[config.mk]
export PLATFORM = sky130hd
export DESIGN_NAME = sll_iter_shifter
export DESIGN_NICKNAME = d
export VERILOG_FILES = /design/src/rtl/sll_iter_shifter.sv
export SDC_FILE = /design/constraint.sdc
export NUM_CORES = 1
export LEC_CHECK = 0
export CAP_MARGIN = 20
export CORE_UTILIZATION = 40
export DETAILED_ROUTE_END_ITERATION = 8
export PLACE_DENSITY = 0.67
export RECOVER_POWER = 100
export SYNTH_ARGS = -nofsm -noshare
export SYNTH_HDL_FRONTEND = slang
export SYNTH_SLANG_ARGS = --single-unit
[constraint.sdc]
create_clock -name clk -period 4.7 [get_ports clk]
set_clock_uncertainty 0.15 [all_clocks]
set_input_delay 0.94 -clock clk [delete_from_list [all_inputs] [get_ports clk]]
set_output_delay 0.94 -clock clk [all_outputs]
set_load 0.02 [all_outputs]
[src/rtl/sll_iter_shifter.sv]
// Multi-cycle logical shift-left unit: one bit per clock with start/ready handshake.
// Optional macro SLL_FAST_EN enables 4-bit strides while the remaining count is >= 4.
module sll_iter_shifter #(
    parameter int W  = 8,
    parameter int BW = 8
) (
    input  logic          clk,
    input  logic          rst_n,
    input  logic          start,
    input  logic [W-1:0]  A,
    input  logic [BW-1:0] B,
    output logic          ready,
    output logic          busy,
    output logic [W-1:0]  Z,
    output logic          C,
    output logic          done
);

    localparam int CW = $clog2(W + 1);

    typedef enum logic {
        S_IDLE,
        S_SHIFT
    } state_t;

    state_t          r_state;
    logic [W-1:0]    r_acc;
    logic [CW-1:0]   r_cnt;
    logic            r_carry;
    logic [W-1:0]    r_z;
    logic            r_c;
    logic            r_done;
    logic            r_ready;
    logic            r_busy;

    logic            w_sat;
    logic [CW-1:0]   w_cnt_init;

    // Amounts of W or more leave nothing but the last-out bit, so clamp the count to W.
    assign w_sat      = (32'(B) >= 32'(W));
    assign w_cnt_init = w_sat ? CW'(W) : CW'(B);

    always_ff @(posedge clk or negedge rst_n) begin
        if (!rst_n) begin
            r_state <= S_IDLE;
            r_acc   <= '0;
            r_cnt   <= '0;
            r_carry <= 1'b0;
            r_z     <= '0;
            r_c     <= 1'b0;
            r_done  <= 1'b0;
            r_ready <= 1'b1;
            r_busy  <= 1'b0;
        end else begin
            r_done <= 1'b0;
            case (r_state)
                S_IDLE: begin
                    if (start) begin
                        r_acc   <= A;
                        r_cnt   <= w_cnt_init;
                        r_carry <= 1'b0;
                        r_ready <= 1'b0;
                        r_busy  <= 1'b1;
                        r_state <= S_SHIFT;
                    end
                end
                S_SHIFT: begin
                    if (r_cnt == '0) begin
                        r_z     <= r_acc;
                        r_c     <= r_carry;
                        r_done  <= 1'b1;
                        r_ready <= 1'b1;
                        r_busy  <= 1'b0;
                        r_state <= S_IDLE;
                    end
`ifdef SLL_FAST_EN
                    else if (r_cnt >= CW'(4)) begin
                        r_acc   <= r_acc << 4;
                        r_carry <= r_acc[W-4];
                        r_cnt   <= r_cnt - CW'(4);
                    end
`endif
                    else begin
                        r_acc   <= {r_acc[W-2:0], 1'b0};
                        r_carry <= r_acc[W-1];
                        r_cnt   <= r_cnt - CW'(1);
                    end
                end
                default: begin
                    r_state <= S_IDLE;
                    r_ready <= 1'b1;
                    r_busy  <= 1'b0;
                end
            endcase
        end
    end

    assign ready = r_ready;
    assign busy  = r_busy;
    assign Z     = r_z;
    assign C     = r_c;
    assign done  = r_done;

endmodule

-- Word-level counts from Yosys, hierarchy flattened
Cells that the tools add are included.
Widths: inputs -> output; s select.
- flip-flop bits (word level): 26
- bits of input ports: 19
- output and inout bits: 12
- word-level logic and storage cells: 39
- $add $sub $neg: 1
- $lt $le $gt $ge: 1
- equality and inequality tests: 3
- muxes and demuxes: 20
- bitwise operators: 1
- reductions and logical operators: 4
- operators with widths (operator ; number):
    $mux 8 ; 2
    $pmux 8 s2 ; 1
    $mux 4 ; 3
    $mux 1 ; 9
    $ge 8x4->1 const B ; 1
    $pmux 1 s2 ; 4
    $pmux 4 s2 ; 1
    $reduce_and 2->1 ; 3
    $logic_not 4->1 ; 1
    $ne 2x2->1 const B ; 2
    $sub 4x1->4 const B ; 1
    $ne 2x1->1 const B ; 1
    $not 1->1 ; 1

-- Depth between registers and ports, before layout
- depth after elaboration: 4
- gate-level depth with buffers: 7
- mapped depth without buffers: 6

-- Worst setup path after synthesis
OpenSTA, ideal clock, no wires.
- kind: in2reg
- start point: in start
- end point: reg r_cnt[3]
- setup time: 0.131 ns
- arrival time: 1.520 ns
- data required time: 4.419 ns
- slack: 2.899 ns
- stages: 4
- buffers on the path: 1
- cells stage by stage: or2_1 > buf_4 > a21oi_1 > a221oi_2
- word-level cells in the longest chain between the ends: 2
- ends and longest elaborated chain (what ; line ; RTL):
    start, declared ; 9 ; input logic start,
    $ne 2x2->1 (no source line) ; - ;
    $reduce_and 2->1 (no source line) ; - ;
    end signal, assigned ; 60 ; r_cnt <= w_cnt_init;
    end signal, assigned ; 86 ; r_cnt <= r_cnt - CW'(1);
    end, declared ; 28 ; logic [CW-1:0] r_cnt;
Every way passes these cells.
A chain may end at the register's enable or synchronous reset.

-- Worst setup path in the final report
- start point: reg r_state
- end point: reg r_cnt[3]
- word-level cells in the longest chain between the ends: 3
- elaborated cells on any way between the ends: 5
- those cells by class: eq/ne (2); mux (1); bitwise (1); reduce/logical (1)
- ends and longest elaborated chain (what ; line ; RTL):
    start, declared ; 26 ; state_t r_state;
    start signal, assigned ; 45 ; r_state <= S_IDLE;
    start signal, assigned ; 64 ; r_state <= S_SHIFT;
    start signal, assigned ; 74 ; r_state <= S_IDLE;
    $not 1->1 ; - ;
    $ne 2x2->1 (no source line) ; - ;
    $reduce_and 2->1 (no source line) ; - ;
Parallel ways exist; a longest one is shown, timed or not.

==> impl_metrics.env <==
export IMPL_cp_start_kind="flip-flop"
export IMPL_cts_sinks=26
export IMPL_synth_edf_count=0
export IMPL_synth_seq_cells=26
export IMPL_reg2reg_slack_ns=1.47
export IMPL_clkPwrFrac_pct=14.7
export IMPL_placed_area_sq_mm=0.00161
export IMPL_dominantRegCellSynth="dfrtp_1"
export IMPL_vias_per_cell=4.99
export IMPL_mostFrequentLayoutCell="dfrtp_1"
export IMPL_period_needed_ns=3.23
export IMPL_p_int_uw=658
export IMPL_synthTopCellsByArea="dfrtp_1 (48%), a21oi_2 (12%), mux2_4 (9.3%)"
export IMPL_die_area_sq_mm=0.00347
export IMPL_finalSetupViolations=0
export IMPL_worstSetupEndpointType="flip-flop"
export IMPL_synthArstFlopShare_pct=100
export IMPL_root_buffer="clkbuf_4"
export IMPL_num_vias=859
export IMPL_dieWidth_um=58.9
export IMPL_yosys_area_top_type="dfrtp_1"
export IMPL_wirelength_um=2390
export IMPL_r2r_end="r_cnt[3]$_DFFE_PN0P_"
export IMPL_dr_pass1_iters=4
export IMPL_design_area_sq_mm=0.00162
export IMPL_switchingPower_uw=389
export IMPL_yosysTopAreaCellShare_pct=48.3
export IMPL_fin_cells=172
export IMPL_p_comb_share_pct=44.9
export IMPL_wl_per_cell_um=13.9
export IMPL_boundaryPins=31
export IMPL_cts_inserted_buffers=3
export IMPL_hold_path_class="flip-flop to flip-flop"
export IMPL_multi_input_area_sq_um=537
export IMPL_synthCells=98
export IMPL_cts_setup_buffers=0
export IMPL_drtIter0Drc=16
export IMPL_diodes=0
export IMPL_switching_share_pct=37.1
export IMPL_path_class="flip-flop to flip-flop"
export IMPL_post_dp_hpwl_um=1790
export IMPL_globalRouteTotalUtil_pct=16.0
export IMPL_crit_path_max_fanout=20
export IMPL_hold_violations=0
export IMPL_rr_worst_depth=4
export IMPL_worstHoldStart="C$_DFFE_PN0P_"
export IMPL_path_clk_slew_ns=0.14
export IMPL_p_per_area_mw_per_mm2=648
export IMPL_final_cell_mix="dfrtp_1 (25), a21oi_2 (18), clkdlybuf4s50_1 (17)"
export IMPL_io_buffers=30
export IMPL_grt_setup_unrepaired="no"
export IMPL_postCtsResizedCells=0
export IMPL_postLayoutCoreUtil_pct=52.9
export IMPL_drc=0
export IMPL_grt_pass1_vias=894
export IMPL_cap_violations=0
export IMPL_cts_max_path_buffers=2
export IMPL_required_ns=4.72
export IMPL_max_freq_ghz=0.309
export IMPL_worst_pin_slew_ns=1.15
export IMPL_drive_gt1_share_pct=19.5
export IMPL_htree_levels=1
export IMPL_syn_area_per_cell_sq_um=13.2
export IMPL_die_y_um=58.9
export IMPL_placedCellCount=168
export IMPL_ys_warn_count=0
export IMPL_fill_cells=302
export IMPL_cts_hold_buf=0
export IMPL_grt_max_degree=21
export IMPL_placementRows=20
export IMPL_initial_utilization_pct=42.5
export IMPL_yosysSeqAreaShare_pct=50.3
export IMPL_synth_nets=118
export IMPL_cts_tree="built"
export IMPL_place_congestion=0.747
export IMPL_seq_power_share_pct=40.5
export IMPL_synth_cell_types=33
export IMPL_arrival_ns=3.25
export IMPL_leakagePower_nw=0.730
export IMPL_max_slew_margin_rel_pct=23.1
export IMPL_coreArea_sq_mm=0.00305
export IMPL_r2r_start="r_state$_DFF_PN0_"
export IMPL_final_nets=149
export IMPL_ir_drop_v=0.000262
export IMPL_min_path_cells=1
export IMPL_outcome="finished clean"
export IMPL_ant_nets=0
export IMPL_syn_area_sq_mm=0.00130
export IMPL_antenna_found_initial=0
export IMPL_setup_tns_ns=0
export IMPL_ff_latch_area_sq_um=652
export IMPL_syn_to_final_growth_pct=24.6
export IMPL_overflow=0
export IMPL_drv_slew=0
export IMPL_clk_latency_ns=0.32
export IMPL_grt_pass1_wl_um=4040
export IMPL_min_to="C$_DFFE_PN0P_"
export IMPL_period_share_pct=68.8
-- state kept, by name (all words and copies together) (netlist names) --
register / flops
r_acc: 8
r_state: 1
ready: 1
done: 1
C: 1
Z: 8
r_cnt: 4
busy: 1
r_carry: 1
-- per-layer routing --
layer | up-vias | track usage, % | part of all wire [%]
met3 | 5 | 1.98 | 2.6
li1 | 408 | - | -
met5 | - | 0 | 0
met4 | 0 | 10.2 | 2.7
met2 | 15 | 25.8 | 50
met1 | 431 | 20.3 | 45
-- area by class of cell --
class                      count  area share [%]
timing repair buffer          31            18.8
clock inverter                 1            1.86
sequential                    26            40.4
inverter                       4           0.930
clock buffer                   3            1.39
tap                           44            3.41
multi-input combinational     63            33.2
-- worst max-delay path, cell delays in order (launching register included) --
cell and delay, ns:
dfrtp_1 0.65, nand4bb_1 0.95, inv_1 0.26, nor2_1 0.91
a221oi_2 0.15
-- worst max path at each step --
stage | startpoint | to | slack (ns) | depth (start not counted)
6_report | r_state$_DFF_PN0_ | r_cnt[3]$_DFFE_PN0P_ | 1.47 | 4
5_1_grt | r_state$_DFF_PN0_ | r_cnt[3]$_DFFE_PN0P_ | 1.14 | 4
4_1_cts | r_state$_DFF_PN0_ | r_cnt[3]$_DFFE_PN0P_ | 2.03 | 4
3_5_place_dp | r_state$_DFF_PN0_ | r_cnt[3]$_DFFE_PN0P_ | 2.08 | 4
3_3_place_gp | r_state$_DFF_PN0_ | r_cnt[3]$_DFFE_PN0P_ | 2.11 | 4
2_1_floorplan | start | r_cnt[3]$_DFFE_PN0P_ | 2.90 | 4
-- power groups by stage --
stage | combinational [mW] | sequential (mW) | clock [mW]
after floorplan | 0.353 | 0.461 | 0
after global placement | 0.520 | 0.432 | 0
after detailed placement | 0.533 | 0.437 | 0
after CTS | 0.535 | 0.431 | 0.159
after global routing | 0.513 | 0.439 | 0.166
final | 0.470 | 0.424 | 0.153
-- through the flow --
step           setup slack [ns]  hold WS, ns  total power, mW
2_1_floorplan              2.90        0.330            0.814
3_3_place_gp               2.11        0.338            0.952
3_5_place_dp               2.08        0.342            0.969
4_1_cts                    2.03        0.378             1.13
5_1_grt                    1.14        0.374             1.12
6_report                   1.47        0.352             1.05
-- kinds of logic after synthesis --
| group | Yosys count | share of synthesized area, % |
|---|---|---|
| simple gates | 16 | 7.82 |
| flops | 26 | 50.3 |
| buf+inv | 9 | 5.40 |
| mux | 17 | 16.4 |
| xor+xnor | 2 | 1.35 |
| compound gates | 27 | 17.8 |
| fa+ha+maj | 1 | 0.965 |
-- synth_stat cells, types with 2 or more instances --
cell,count
buf_6,2
mux2_4,8
xnor2_1,2
dfrtp_1,25
a32oi_1,2
nor2_1,4
nand2_1,2
mux2_1,2
a21oi_2,18
inv_1,3
a21oi_1,2
mux2i_1,7
Power figures use the tool's default switching activity.
==> RTL edit 1 (config.mk and constraints unchanged) <==
Add a define of `SLL_FAST_EN`.
--- a/src/rtl/sll_iter_shifter.sv
+++ b/src/rtl/sll_iter_shifter.sv
@@ -1,4 +1,6 @@
 // Multi-cycle logical shift-left unit: one bit per clock with start/ready handshake.
 // Optional macro SLL_FAST_EN enables 4-bit strides while the remaining count is >= 4.
+`define SLL_FAST_EN
+
 module sll_iter_shifter #(
     parameter int W  = 8,
Behaviour: not the same (Yosys sat finds a counterexample within 4 cycles, from zero or initial values and one cycle with rst_n low).
==> RTL edit 1 against the original RTL <==
  * The flow now finishes with violations (capacitance limit, slew limit)
  * Clock power down 37%
  * Setup slack better by 0.19 ns
  * Total power down 9.7%
  * First-iteration DRC count up 19%
  * Design area down 1.8%
  * Synthesized area up 0.19%
  * Wire length up 0.29%
  * Sequential cell count unchanged
  * Critical path type is now in2reg
  * Critical endpoint is now r_acc[5]$_DFFE_PN0P_
  * Largest cell class unchanged
==> RTL edit 1: results (changes against the original RTL) <==
Pins Over Slew Limit -> 19 (was 0)
HP Start -> ready$_DFFE_PN1P_ (was C$_DFFE_PN0P_)
Hold Crit Endpoint -> ready$_DFFE_PN1P_ (was C$_DFFE_PN0P_)
Adder-cell share of the synthesized area -> 0.0289 (was 0.00965)
Status -> finished, violations left (was completed)
Synth Area in Compound Gates -> 0.111 (was 0.178)
Cell leakage power -> 0.748 nW (was 0.730 nW)
Final net count -> 173 (was 149)
Post-Synth XOR/XNOR Area -> 0.0135 (about the same)
CP Max Fanout -> 18 (was 20)
Critical path class -> in2reg (was reg2reg)
Worst reg2reg path depth -> 3 (was 4)
Fin cells -> 194 (was 172)
CP arrival -> 3.03 ns (was 3.25 ns)
Failing checks -> capacitance limit, slew limit
Worst hold slack -> 0.319 ns (was 0.352 ns)
Worst-Margin Slew -> 1.56 ns (was 1.15 ns)
Synth cell count leaders -> 25 x dfrtp_1, 18 x nand2_1, 12 x o21ai_0 (was 25 x dfrtp_1, 18 x a21oi_2, 8 x mux2_4)
DR vias/cell -> 4.74 (was 4.99)
Layout cells sized above 1 -> 0.0467 (was 0.195)
Max Cap Viol -> 1 (was 0)
Net Count, Synth -> 142 (was 118)
CP max stage delay -> 1.21 ns (was 0.95 ns)
First-pass GRT wire length -> 4220 µm (was 4040 µm)
Cells after Synth -> 120 (was 98)
Dominant cells by area after synthesis -> dfrtp_1 48%, mux2_4 8.1%, nand2_1 5.2%, o21ai_0 4.6%, mux2i_1 3.9% (was dfrtp_1 48%, a21oi_2 12%, mux2_4 9.3%, mux2i_1 5.4%, dfstp_2 2.0%)
Max Fclk -> 0.328 GHz (was 0.309 GHz)
Starting DRC count in detailed routing -> 19 (was 16)
-- RTL edit 1: routing by layer --
layer	GRT usage	up-vias	part of all wire
li1	-	468	-
met1	0.217	423	0.49
met2	0.261	25	0.45
met3	0.0218	3	0.049
met4	0.0612	0	0.013
met5	0	-	0
-- RTL edit 1: critical path, delay by kind of cell --
family	cells	cell delay (ns)
compound gates	2	1.49
buf+inv	1	0.60
-- RTL edit 1: power by group --
group / total (mW) / leakage [nW] / switching (mW) / internal (mW)
sequential: 0.401 / 0.335 / 0.0828 / 0.318
combinational: 0.448 / 0.398 / 0.241 / 0.207
clock: 0.0965 / 0.0150 / 0.0633 / 0.0332
total: 0.946 / 0.748 / 0.387 / 0.558
-- RTL edit 1: layout make-up --
type | count | area share
multi-input cells | 83 | 0.332
clock buffers | 4 | 0.0166
well taps | 44 | 0.0347
flip-flops and latches | 26 | 0.411
inverters | 6 | 0.0142
repair buffers | 31 | 0.192
==> RTL edit 2 (config.mk and constraints unchanged) <==
Made on the original files. Reset style: synchronous (`rst_n`), changed in one clocked block.
--- a/src/rtl/sll_iter_shifter.sv
+++ b/src/rtl/sll_iter_shifter.sv
@@ -41,5 +41,5 @@
     assign w_cnt_init = w_sat ? CW'(W) : CW'(B);
 
-    always_ff @(posedge clk or negedge rst_n) begin
+    always_ff @(posedge clk) begin
         if (!rst_n) begin
             r_state <= S_IDLE;
Check against the original RTL: differs if rst_n is asserted again (counterexample within 4 cycles, from zero or initial values and one cycle with rst_n low); with rst_n held inactive, the same outputs for 10 cycles.
==> RTL edit 2 against the original RTL <==
  * Register-to-register slack better by 0.87 ns
  * Sequential share of layout area down 3.8 points
  * Synthesized area down 16%
  * Design area down 12%
  * Core utilization up 3.6 points
  * Synthesized cell count up 6.1%
  * Setup slack better by 0.78 ns
  * Wire length down 8.0%
  * Critical path type is now reg2out
  * Count of clock-buffer cells in the layout unchanged
  * Sequential cell count unchanged
  * Non-clock buffer count down 1
  * Global-route usage up 1.4 points
Power is not compared: it rests on default switching activity, and its combinational part moved more than twofold at a synthesized area within 25%.
==> RTL edit 2: results (changes against the original RTL) <==
HPWL after DPL -> 1630 µm (was 1790 µm)
CP arrival -> 1.36 ns (was 3.25 ns)
Met3 wire len -> 76 µm (was 61 µm)
Delay-heaviest family, CP -> buffers and inverters (was simple AND/OR/NAND/NOR gates)
Cell leakage power -> 0.570 nW
Register area share after synthesis -> 0.479 (was 0.503)
Multi-input gates -> 68 (was 63)
Buffer share of cell area -> 0.211 (was 0.188)
Status -> completed (unchanged)
Worst hold slack -> 0.333 ns (was 0.352 ns)
First-pass GRT wire length -> 3610 µm (was 4040 µm)
CP endpoint -> Z[6] (was r_cnt[3]$_DFFE_PN0P_)
Placed Instance Area -> 0.00140 mm² (was 0.00161 mm²)
Adder-cell share of the synthesized area -> 0.0115 (was 0.00965)
Flop2flop setup slack -> 2.34 ns (was 1.47 ns)
Routability cong. -> 0.716 (was 0.747)
Register area -> 520 µm² (was 652 µm²)
Worst reg2reg path depth -> 3 (was 4)
Fraction of area in multi-input gates -> 0.350 (was 0.332)
ClkCell Share -> 0.0369 (was 0.0325)
M2 GR Usage -> 0.267 (was 0.258)
WL met1 -> 1090 µm (was 1060 µm)
Reg-to-Reg End -> C$_SDFFE_PN0P_ (was r_cnt[3]$_DFFE_PN0P_)
Hold Crit Depth -> 2 (was 1)
Met2 WL -> 1000 µm (was 1200 µm)
Syn Area/Cell -> 10.4 µm² (was 13.2 µm²)
CP max stage delay -> 0.68 ns (was 0.95 ns)
Starting DRC count in detailed routing -> 9 (was 16)
Layout cells sized above 1 -> 0.0455 (was 0.195)
Met3 GRT Util -> 0.0339 (was 0.0198)
Worst-Margin Slew -> 0.786 ns (was 1.15 ns)
Post-Synth XOR/XNOR Area -> 0.00806 (was 0.0135)
Final net count -> 153 (was 149)
Synth Area in Compound Gates -> 0.273 (was 0.178)
CP startpoint -> Z[6]$_SDFFE_PN0P_ (was r_state$_DFF_PN0_)
DR WL/cell -> 13.5 µm (was 13.9 µm)
Hold Crit Endpoint -> ready$_SDFFE_PN1P_ (was C$_DFFE_PN0P_)
CP Max Fanout -> 2 (was 20)
DR vias/cell -> 5.48 (was 4.99)
Non-clock buffers -> 30 (was 31)
Fillers -> 246 (was 302)
Library cells used by synthesis -> 32 (was 33)
Setup crit end kind -> output pin (was register)
Chip Width -> 54.1 µm (was 58.9 µm)
Worst path slowest cell -> dlygate4sd3_1 (was nand4bb_1)
HP Start -> ready$_SDFFE_PN1P_ (was C$_DFFE_PN0P_)
GRT Resource Usage Total -> 0.174 (was 0.160)
Vias post-DR -> 887 (was 859)
Critical R2R Launch -> r_state$_SDFF_PN0_ (was r_state$_DFF_PN0_)
Async set or reset register ratio after synthesis -> 0 (was 1.00)
Largest net degree at the start of global routing -> 20 (was 21)
Net Count, Synth -> 124 (was 118)
Synth cell count leaders -> 26 x dfxtp_1, 11 x a21oi_1, 9 x a211oi_1, 9 x a22o_1, 7 x mux2i_1 (was 25 x dfrtp_1, 18 x a21oi_2, 8 x mux2_4)
Placed Instances -> 158 (was 168)
M1 GR Usage -> 0.235 (was 0.203)
Post-synthesis mux area share -> 0.0645 (was 0.164)
Vias in the first global route -> 795 (was 894)
RTL edit 2: changes by cell type after synthesis, sizes merged, moves of 2 or more:
cell    delta
a211oi     +9
mux2      -10
a32oi      -2
and3       +2
o21ai      +2
a21oi      -9
dfxtp     +26
o221a      +2
dfrtp     -25
clkbuf     +2
a22o       +8
nand3      +2
RTL edit 2: through the flow:
stage               setup WS (ns)  power, mW
global placement             2.00      0.369
detailed placement           1.93      0.371
floorplan                    2.79      0.333
CTS                          2.28      0.526
finish                       2.25      0.514
global route                 2.05      0.540
RTL edit 2: power by group through the flow:
stage | clock, mW | combinational, mW | sequential, mW
detailed placement | 0 | 0.104 | 0.267
global placement | 0 | 0.103 | 0.266
finish | 0.155 | 0.0968 | 0.262
CTS | 0.159 | 0.105 | 0.262
global route | 0.166 | 0.109 | 0.265
floorplan | 0 | 0.0699 | 0.263
